File: config.mk
export PLATFORM = sky130hd
export DESIGN_NAME = spike_sprite_fetch
export DESIGN_NICKNAME = d
export VERILOG_FILES = /design/src/rtl/spike_sprite_fetch.sv
export SDC_FILE = /design/constraint.sdc
export NUM_CORES = 1
export LEC_CHECK = 0
export CORE_MARGIN = 2
export CORE_UTILIZATION = 50
export CTS_CLUSTER_DIAMETER = 60
export DETAILED_ROUTE_END_ITERATION = 10
export GPL_TIMING_DRIVEN = 0
export PLACE_DENSITY = 0.86
export SYNTH_ARGS = -nofsm -noshare
export SYNTH_HDL_FRONTEND = slang
export SYNTH_SLANG_ARGS = --single-unit
export TNS_END_PERCENT = 100
File: constraint.sdc
create_clock -name Clk -period 1 [get_ports Clk]
set_input_delay 0.2 -clock Clk [delete_from_list [all_inputs] [get_ports Clk]]
set_output_delay 0.2 -clock Clk [all_outputs]
set_load 0.01 [all_outputs]
File: src/rtl/spike_sprite_fetch.sv
// -----------------------------------------------------------------------------
// spike_sprite_fetch
//
// Pixel-rate sprite fetch pipeline. For every raster pixel it decides whether
// the pixel lies inside the sprite box. If it does, it issues a word read to a
// synchronous sprite BRAM holding N_FRAMES frames back-to-back. Each BRAM word
// packs 8 pixels as 4-bit palette indices (nibble k = pixel k of the word).
// The raster/sprite coordinates are delayed so that they line up with the
// returned word.
//
// Timing: inputs sampled at edge n are registered at the outputs at edge n+2.
//   edge n   : rom_addr / rom_rden issued (stage 1)
//   edge n+1 : BRAM registers rom_dout
//   edge n+2 : Spike_data / SpikeHit / *_o updated
//
// Optional build macro:
//   SPIKE_FETCH_RDEN_GATE_EN - suppress repeated reads of the word already
//                              fetched. Outputs are identical to the ungated
//                              build, cycle for cycle.
//
// Ports:
//   Clk, Reset_n          clock, asynchronous active-low reset
//   DrawX, DrawY          current raster pixel
//   SpikeX, SpikeY        sprite top-left corner
//   vde                   active-video qualifier
//   sprite_sel            frame index (out-of-range selects frame 0)
//   rom_addr, rom_rden    registered BRAM word address / read enable
//   rom_dout              BRAM read data, valid one cycle after rom_rden
//   DrawX_o .. SpikeY_o   inputs delayed to align with Spike_data
//   Spike_data            fetched word, zero when the aligned pixel misses
//   SpikeHit              aligned pixel is inside the sprite box with vde high
// -----------------------------------------------------------------------------
module spike_sprite_fetch #(
   parameter int unsigned SPR_W    = 20,
   parameter int unsigned SPR_H    = 20,
   parameter int unsigned N_FRAMES = 4
) (
   input  logic        Clk,
   input  logic        Reset_n,
   input  logic [9:0]  DrawX,
   input  logic [9:0]  DrawY,
   input  logic [9:0]  SpikeX,
   input  logic [9:0]  SpikeY,
   input  logic        vde,
   input  logic [1:0]  sprite_sel,
   output logic [7:0]  rom_addr,
   output logic        rom_rden,
   input  logic [31:0] rom_dout,
   output logic [9:0]  DrawX_o,
   output logic [9:0]  DrawY_o,
   output logic [9:0]  SpikeX_o,
   output logic [9:0]  SpikeY_o,
   output logic [31:0] Spike_data,
   output logic        SpikeHit
);

   localparam int unsigned WORDS_PER_FRAME = (SPR_W * SPR_H) / 8;

   // ---------------------------------------------------------------- stage 0
   logic [10:0] x_end, y_end;
   logic [9:0]  rel_x, rel_y;
   logic [19:0] pix;
   logic [1:0]  sel_eff;
   logic [7:0]  word;
   logic        hit;

   always_comb begin
      // Box ends are formed with 11 bits so a sprite near 1023 does not wrap
      // around and claim pixels at the left/top of the screen.
      x_end   = {1'b0, SpikeX} + 11'(SPR_W);
      y_end   = {1'b0, SpikeY} + 11'(SPR_H);
      hit     = vde
                && (DrawX >= SpikeX) && ({1'b0, DrawX} < x_end)
                && (DrawY >= SpikeY) && ({1'b0, DrawY} < y_end);
      rel_x   = DrawX - SpikeX;
      rel_y   = DrawY - SpikeY;
      pix     = 20'(rel_x) + 20'(rel_y) * 20'(SPR_W);
      sel_eff = ({30'd0, sprite_sel} >= N_FRAMES) ? 2'd0 : sprite_sel;
      word    = 8'(20'(sel_eff) * 20'(WORDS_PER_FRAME) + (pix >> 3));
   end

   // ---------------------------------------------------------- pipeline regs
   logic [7:0]  rom_addr_q, rom_addr_d;
   logic        rom_rden_q, rom_rden_d;
   logic        hit1_q, hit2_q, hit3_q;
   logic        rden2_q;
   logic [9:0]  dx1_q, dy1_q, sx1_q, sy1_q;
   logic [9:0]  dx2_q, dy2_q, sx2_q, sy2_q;
   logic [9:0]  dx3_q, dy3_q, sx3_q, sy3_q;
   logic [31:0] data_q, data_d;

`ifdef SPIKE_FETCH_RDEN_GATE_EN
   logic        cache_vld_q, cache_vld_d;
   logic [1:0]  cache_sel_q, cache_sel_d;
`endif

   always_comb begin
      rom_addr_d = hit ? word : rom_addr_q;
`ifdef SPIKE_FETCH_RDEN_GATE_EN
      // rom_addr_q always holds the last issued word, so it doubles as the
      // cache tag. Any miss cycle drops the cache, which guarantees the first
      // hit after a gap always re-reads.
      cache_vld_d = hit;
      cache_sel_d = hit ? sel_eff : cache_sel_q;
      rom_rden_d  = hit && (!cache_vld_q || (word != rom_addr_q)
                            || (sel_eff != cache_sel_q));
`else
      rom_rden_d  = hit;
`endif
      // Without a new read, the BRAM word is the one already captured.
      if (!hit2_q) begin
         data_d = '0;
      end else if (rden2_q) begin
         data_d = rom_dout;
      end else begin
         data_d = data_q;
      end
   end

   always_ff @(posedge Clk or negedge Reset_n) begin
      if (!Reset_n) begin
         rom_addr_q  <= '0;
         rom_rden_q  <= 1'b0;
         hit1_q      <= 1'b0;
         hit2_q      <= 1'b0;
         hit3_q      <= 1'b0;
         rden2_q     <= 1'b0;
         dx1_q       <= '0;
         dy1_q       <= '0;
         sx1_q       <= '0;
         sy1_q       <= '0;
         dx2_q       <= '0;
         dy2_q       <= '0;
         sx2_q       <= '0;
         sy2_q       <= '0;
         dx3_q       <= '0;
         dy3_q       <= '0;
         sx3_q       <= '0;
         sy3_q       <= '0;
         data_q      <= '0;
`ifdef SPIKE_FETCH_RDEN_GATE_EN
         cache_vld_q <= 1'b0;
         cache_sel_q <= '0;
`endif
      end else begin
         rom_addr_q  <= rom_addr_d;
         rom_rden_q  <= rom_rden_d;
         hit1_q      <= hit;
         hit2_q      <= hit1_q;
         hit3_q      <= hit2_q;
         rden2_q     <= rom_rden_q;
         dx1_q       <= DrawX;
         dy1_q       <= DrawY;
         sx1_q       <= SpikeX;
         sy1_q       <= SpikeY;
         dx2_q       <= dx1_q;
         dy2_q       <= dy1_q;
         sx2_q       <= sx1_q;
         sy2_q       <= sy1_q;
         dx3_q       <= dx2_q;
         dy3_q       <= dy2_q;
         sx3_q       <= sx2_q;
         sy3_q       <= sy2_q;
         data_q      <= data_d;
`ifdef SPIKE_FETCH_RDEN_GATE_EN
         cache_vld_q <= cache_vld_d;
         cache_sel_q <= cache_sel_d;
`endif
      end
   end

   assign rom_addr   = rom_addr_q;
   assign rom_rden   = rom_rden_q;
   assign DrawX_o    = dx3_q;
   assign DrawY_o    = dy3_q;
   assign SpikeX_o   = sx3_q;
   assign SpikeY_o   = sy3_q;
   assign Spike_data = data_q;
   assign SpikeHit   = hit3_q;

endmodule

# == Yosys cells after proc, flatten, opt, wreduce, memory -nomap -nowiden ==
# Cells that the tools add are included.
# classes
multipliers,2
n_lt_le_gt_ge,4
n_reduce_logical,4
n_mux,1
addsub,6
# ops
operator,n
$mux W32,1
$add A10 B5 Y11 const B,2
$lt A10 B11 Y1,2
$ge A10 B10 Y1,2
$sub A10 B10 Y10,2
$add A10 B11 Y11,1
$mul A10 B3 Y9 const B,1
$add A8 B8 Y8,1
$mul A2 B5 Y7 const B,1
$logic_and A1 B1 Y1,4
# word_totals
wordCells,34
input_bits,77
regBits,163

# == Logic depth before layout (Yosys ltp) ==
# depth
ltp_word,5
mapped_depth,23
depth_no_buf,23

# == Least setup slack after synthesis ==
# No wires, ideal clock.
# synth_timing
path_kind,in2reg
start,in DrawY[0]
end,reg rom_addr_q[7] (netlist: rom_addr[7])
required_time_ns,0.875
path_buffers,0
t_arrival_ns,4.405
setup_time_ns,0.125
stages,20
setup_slack_ns,-3.530
cell_sequence,inv_1 > ha_1 > fa_1 > nand2b_1 > a21oi_1 > xor2_1 > ha_1 > fa_1 > ha_1 > a21oi_1 > nor2_1 > xnor2_1 > ha_1 > and4b_1 > a211oi_1 > nand3_1 > a31oi_1 > xnor2_1 > xnor2_1 > mux2_2
# synth_via
elab_chain_cells,4
elab_cells_between_ends,8
cone_classes,add/sub (3); mul (1); order compare (2); reduce/logical (2)
# synth_rtl
item,line,source
"start, declared",41,"input logic [9:0] DrawY,"
$sub A10 B10 Y10,76,rel_y = DrawY - SpikeY;
$mul A10 B3 Y9,77,pix = 20'(rel_x) + 20'(rel_y) * 20'(SPR_W);
$add A10 B11 Y11,77,
$add A8 B8 Y8,79,word = 8'(20'(sel_eff) * 20'(WORDS_PER_FRAME) + (pix >> 3));
"end signal, assigned",146,rom_addr_q <= rom_addr_d;
"end, declared",83,"logic [7:0] rom_addr_q, rom_addr_d;"
# Several ways; a longest one is shown, not always the timed one.
# A chain may end at the register's enable or synchronous reset.

# == Worst setup path in the final report ==
# Ends and elaborated chain as after synthesis.

==> parameters.txt <==
Parameter                              Value

Logic synthesis
  Post-Synthesis Net Count    roughly 620
  Register bit total from synthesis    roughly 160
  Post-synthesis instance area    about 6600 um^2
  Share of async-settable or async-resettable flops after synthesis    between 90% and 100%
  Main flop type after synthesis    sky130_fd_sc_hd__dfrtp_1
  Count of mapped cells out of synthesis    480
  Number of enable flip-flop cells after synthesis    0
  Most frequent cells after synthesis    sky130_fd_sc_hd__dfrtp_1, sky130_fd_sc_hd__ha_1, sky130_fd_sc_hd__inv_1
  Mean post-synth cell area    between 10 and 15 um^2
  Count of warnings emitted by yosys    0
  Post-synth top area share    between 60 and 70%
  Biggest area contributors in the synthesized netlist    sky130_fd_sc_hd__dfrtp_1, sky130_fd_sc_hd__ha_1, sky130_fd_sc_hd__xnor2_1
  Cell accounting for the most synthesized area    sky130_fd_sc_hd__dfrtp_1
  Post-synth cell types    48
  Post-synthesis sequential area ratio    roughly three fifths
  Cell with the most instances after synthesis    sky130_fd_sc_hd__dfrtp_1

Setup path
  Type of the setup path with the least slack    input pin to flop
  Maximum single-stage delay on the critical path    0.57 ns
  CP required    1.31 ns
  Crit path max fanout    8
  Data arrival, critical path    approximately 4.4 ns
  Worst path slowest cell    sky130_fd_sc_hd__fa_2
  Ordered list of cells on the worst path    buf_12 > inv_12 > ha_4 > fa_2 > nand2b_4 > a21oi_4 > xor2_2 > ha_4 > fa_2 > ha_4 > a21oi_4 > nor2_1 > xnor2_1 > ha_1 > nand4b_1 > or3_4 > nand3_2 > a31oi_2 > xnor2_1 > xnor2_1 > mux2_2
  Endpoint type of the worst setup path    flop
  Startpoint Class    input pin
  Register-to-register setup slack    0.09 ns

Die
  Die W    ~120 um
  Die area    ~14,000 um^2
  Site Rows    42
  Count of pins on the block boundary    between 150 and 200
  Overall die height    ~120 um
  Initial cell density of the core    ~50%
  Area of the core    13,090 um^2

Pwr
  Power density of the placed cells    2449 nW/um^2
  Clock Power Share    roughly 28%
  Fraction of power spent switching nets    a little under a third
  Total internal power    approximately 17 mW
  Part of the power in registers    between 30% and 40%
  Logic pwr share    about two fifths
  Static leakage power    between 4 and 5 nW
  Power, Total    around 24 mW
  Peak supply drop    approximately 2.5 mV
  Sw power    ~7.3 mW

Timing
  Worst hold slack    -0.2016 ns
  Actual slew at the worst max-slew pin    0.7341 ns
  Final Skew    slightly below 0.007 ns
  Setup slack of the critical path after layout    -3.047 ns
  Count of final hold-check violations    80
  Setup repair after global routing missed its margin    yes
  Slew headroom    between 50% and 60%
  Max-slew violation count    0
  Highest Clock Rate    247.1 MHz
  Final cycle utilization of the critical path    404.7%
  Minimum clock period    about 4 ns
  Final setup violating endpoints    91

Routing
  Post-DR vias/cell    5.039
  Iteration count of the initial detailed-routing pass    4
  Detailed router's first-iteration violation count    around 270
  Total DRC errors in the routed layout    0
  Count of antenna-violating nets left after detailed routing    0
  Via count    4,530
  Wirelength, routed    around 16,000 um
  Mean routed wirelength per cell    ~17 um

Placed design
  Count of buffers from port buffering    158
  Routability-driven placement congestion ratio    roughly 0.87
  DPL Wire Length    roughly 10,000 um

Final layout
  Number of nets at the end of the flow    roughly 850
  Post-route core utilization    approximately 75%
  Flip-flop count of the largest register after layout    32
  Ratio of cells with drive above 1 in the final layout    between 30% and 40%
  Number of inserted diodes    0
  Syn-to-layout area delta    47.65%

Global routing
  Maximum number of pins on one net before global-route repair    84
  Initial antenna violation count    0
  Vias in the first global route    about 4,800
  Final global-route overflow total    0
  First-pass GRT wire length    about 25,000 um
  Total global-route track usage    a little under a quarter

Status
  Run status    finished, violations left
  Violated checks    negative hold slack, negative setup slack

Clocking
  CTS tree    yes
  Clock-pin slew on the worst setup and hold paths    roughly 0.06 ns
  Clock insertion delay at the later pin of the skew report    0.41 ns
  Root Buffer Master    sky130_fd_sc_hd__clkbuf_16
  Quantity of hold-fixing buffers added after cts    16
  CTS sink cnt    around 160
  H-tree levels    4
  Inserted Clock Buffers    17
  Maximum number of buffers from clock root to sink    2

Flow run
  Max Cap Viol    0

Worst hold path
  Tightest Hold Check Type    input pin to asynchronous set/reset pin
==> kinds of logic after synthesis <==
family	after synthesis	synth area share [%]
muxes	8	1.344
adders and majority gates	67	13.14
buffers and inverters	41	2.329
xor gates and xnor gates	43	6.115
and+or+nand+nor	80	7.251
DFF	163	61.72
AOI/OAI and AO/OA	78	8.103
==> power groups by stage <==
stage               combinational [mW]  clock (mW)  sequential [mW]
floorplan                         5.53           0             7.42
global placement                  7.54           0             7.29
detailed placement                7.73           0             7.31
CTS                               8.65        6.78             7.19
global route                      11.0        7.10             7.24
finish                            10.0        6.66             7.19
==> critical path: cells and delay by family <==
kind,cells,cell delay (ns)
compound gates,3,0.42
xor+xnor,4,0.63
fa+ha+maj,6,1.93
buf+inv,2,0.13
mux,1,0.25
simple gates,5,0.78
==> final timing paths <==
kind                                          from                        to  cells past startpoint
worst min register to register  sx1_q[4]$_DFF_PN0_        sx2_q[4]$_DFF_PN0_                      0
min in group Clk                          DrawX[0]        dx1_q[0]$_DFF_PN0_                      1
worst max-delay path                      DrawY[0]   rom_addr[7]$_DFFE_PN0P_                     21
worst max register to register   rden2_q$_DFF_PN0_  Spike_data[12]$_DFF_PN0_                      2
worst min-delay path                       Reset_n   rom_addr[6]$_DFFE_PN0P_                      1
max in group asynchronous                  Reset_n        dx2_q[7]$_DFF_PN0_                      2
==> layer usage <==
layer	vias up	share of wire (%)	track usage, %
li1	2106	-	-
met1	2231	40	27.51
met2	158	52	39.91
met3	35	4.8	5.460
met4	0	2.9	9.003
met5	-	0	0
==> cell usage in the layout (no fill, tap or decap), types with 8 or more instances in the layout <==
cell type and instances:
sky130_fd_sc_hd__clkdlybuf4s50_1 46, sky130_fd_sc_hd__o21ai_0 8, sky130_fd_sc_hd__dlygate4sd3_1 16, sky130_fd_sc_hd__dfrtp_1 163
sky130_fd_sc_hd__inv_2 9, sky130_fd_sc_hd__inv_1 26, sky130_fd_sc_hd__buf_2 71, sky130_fd_sc_hd__xnor2_1 24
sky130_fd_sc_hd__nor2_1 10, sky130_fd_sc_hd__buf_4 35, sky130_fd_sc_hd__buf_6 23, sky130_fd_sc_hd__clkbuf_16 17
sky130_fd_sc_hd__a21oi_1 17, sky130_fd_sc_hd__ha_4 14, sky130_fd_sc_hd__dlygate4sd2_1 10, sky130_fd_sc_hd__and2_1 32
sky130_fd_sc_hd__xor2_1 9, sky130_fd_sc_hd__ha_1 43
==> metrics by stage <==
stage | std cells | cell area [um^2] | worst slack [ns] | setup TNS (ns) | hold WS, ns
after global placement | 814 | 8642 | -6.283 | -1053.22 | 0.3316
after global routing | 899 | 9758 | -3.187 | -31.33 | -0.1459
final | 899 | 9758 | -3.047 | -27.45 | -0.2016
after detailed placement | 815 | 8671 | -4.282 | -41.15 | 0.2682
after CTS | 892 | 9519 | -3.166 | -28.59 | -0.1772
after floorplan | 480 | 6840 | -3.212 | -18.70 | -0.09559
==> what timing repair did <==
action	in CTS	in global routing
gates cloned	0	0
pin swaps	35	23
buffers inserted	30	7
gates resized for setup	492	38
hold endpoints to repair	96	80
endpoints found under the setup margin	94	101
==> layout make-up <==
class	count	area, um^2
buffer	3	15.01
clock buffer	23	508.0
clock inverter	9	117.6
fill	800	3327
inverter	38	160.2
multi-input combinational	276	2910
sequential	163	4079
tap	176	220.2
timing repair buffer	211	1748
Power figures use the tool's default switching activity.
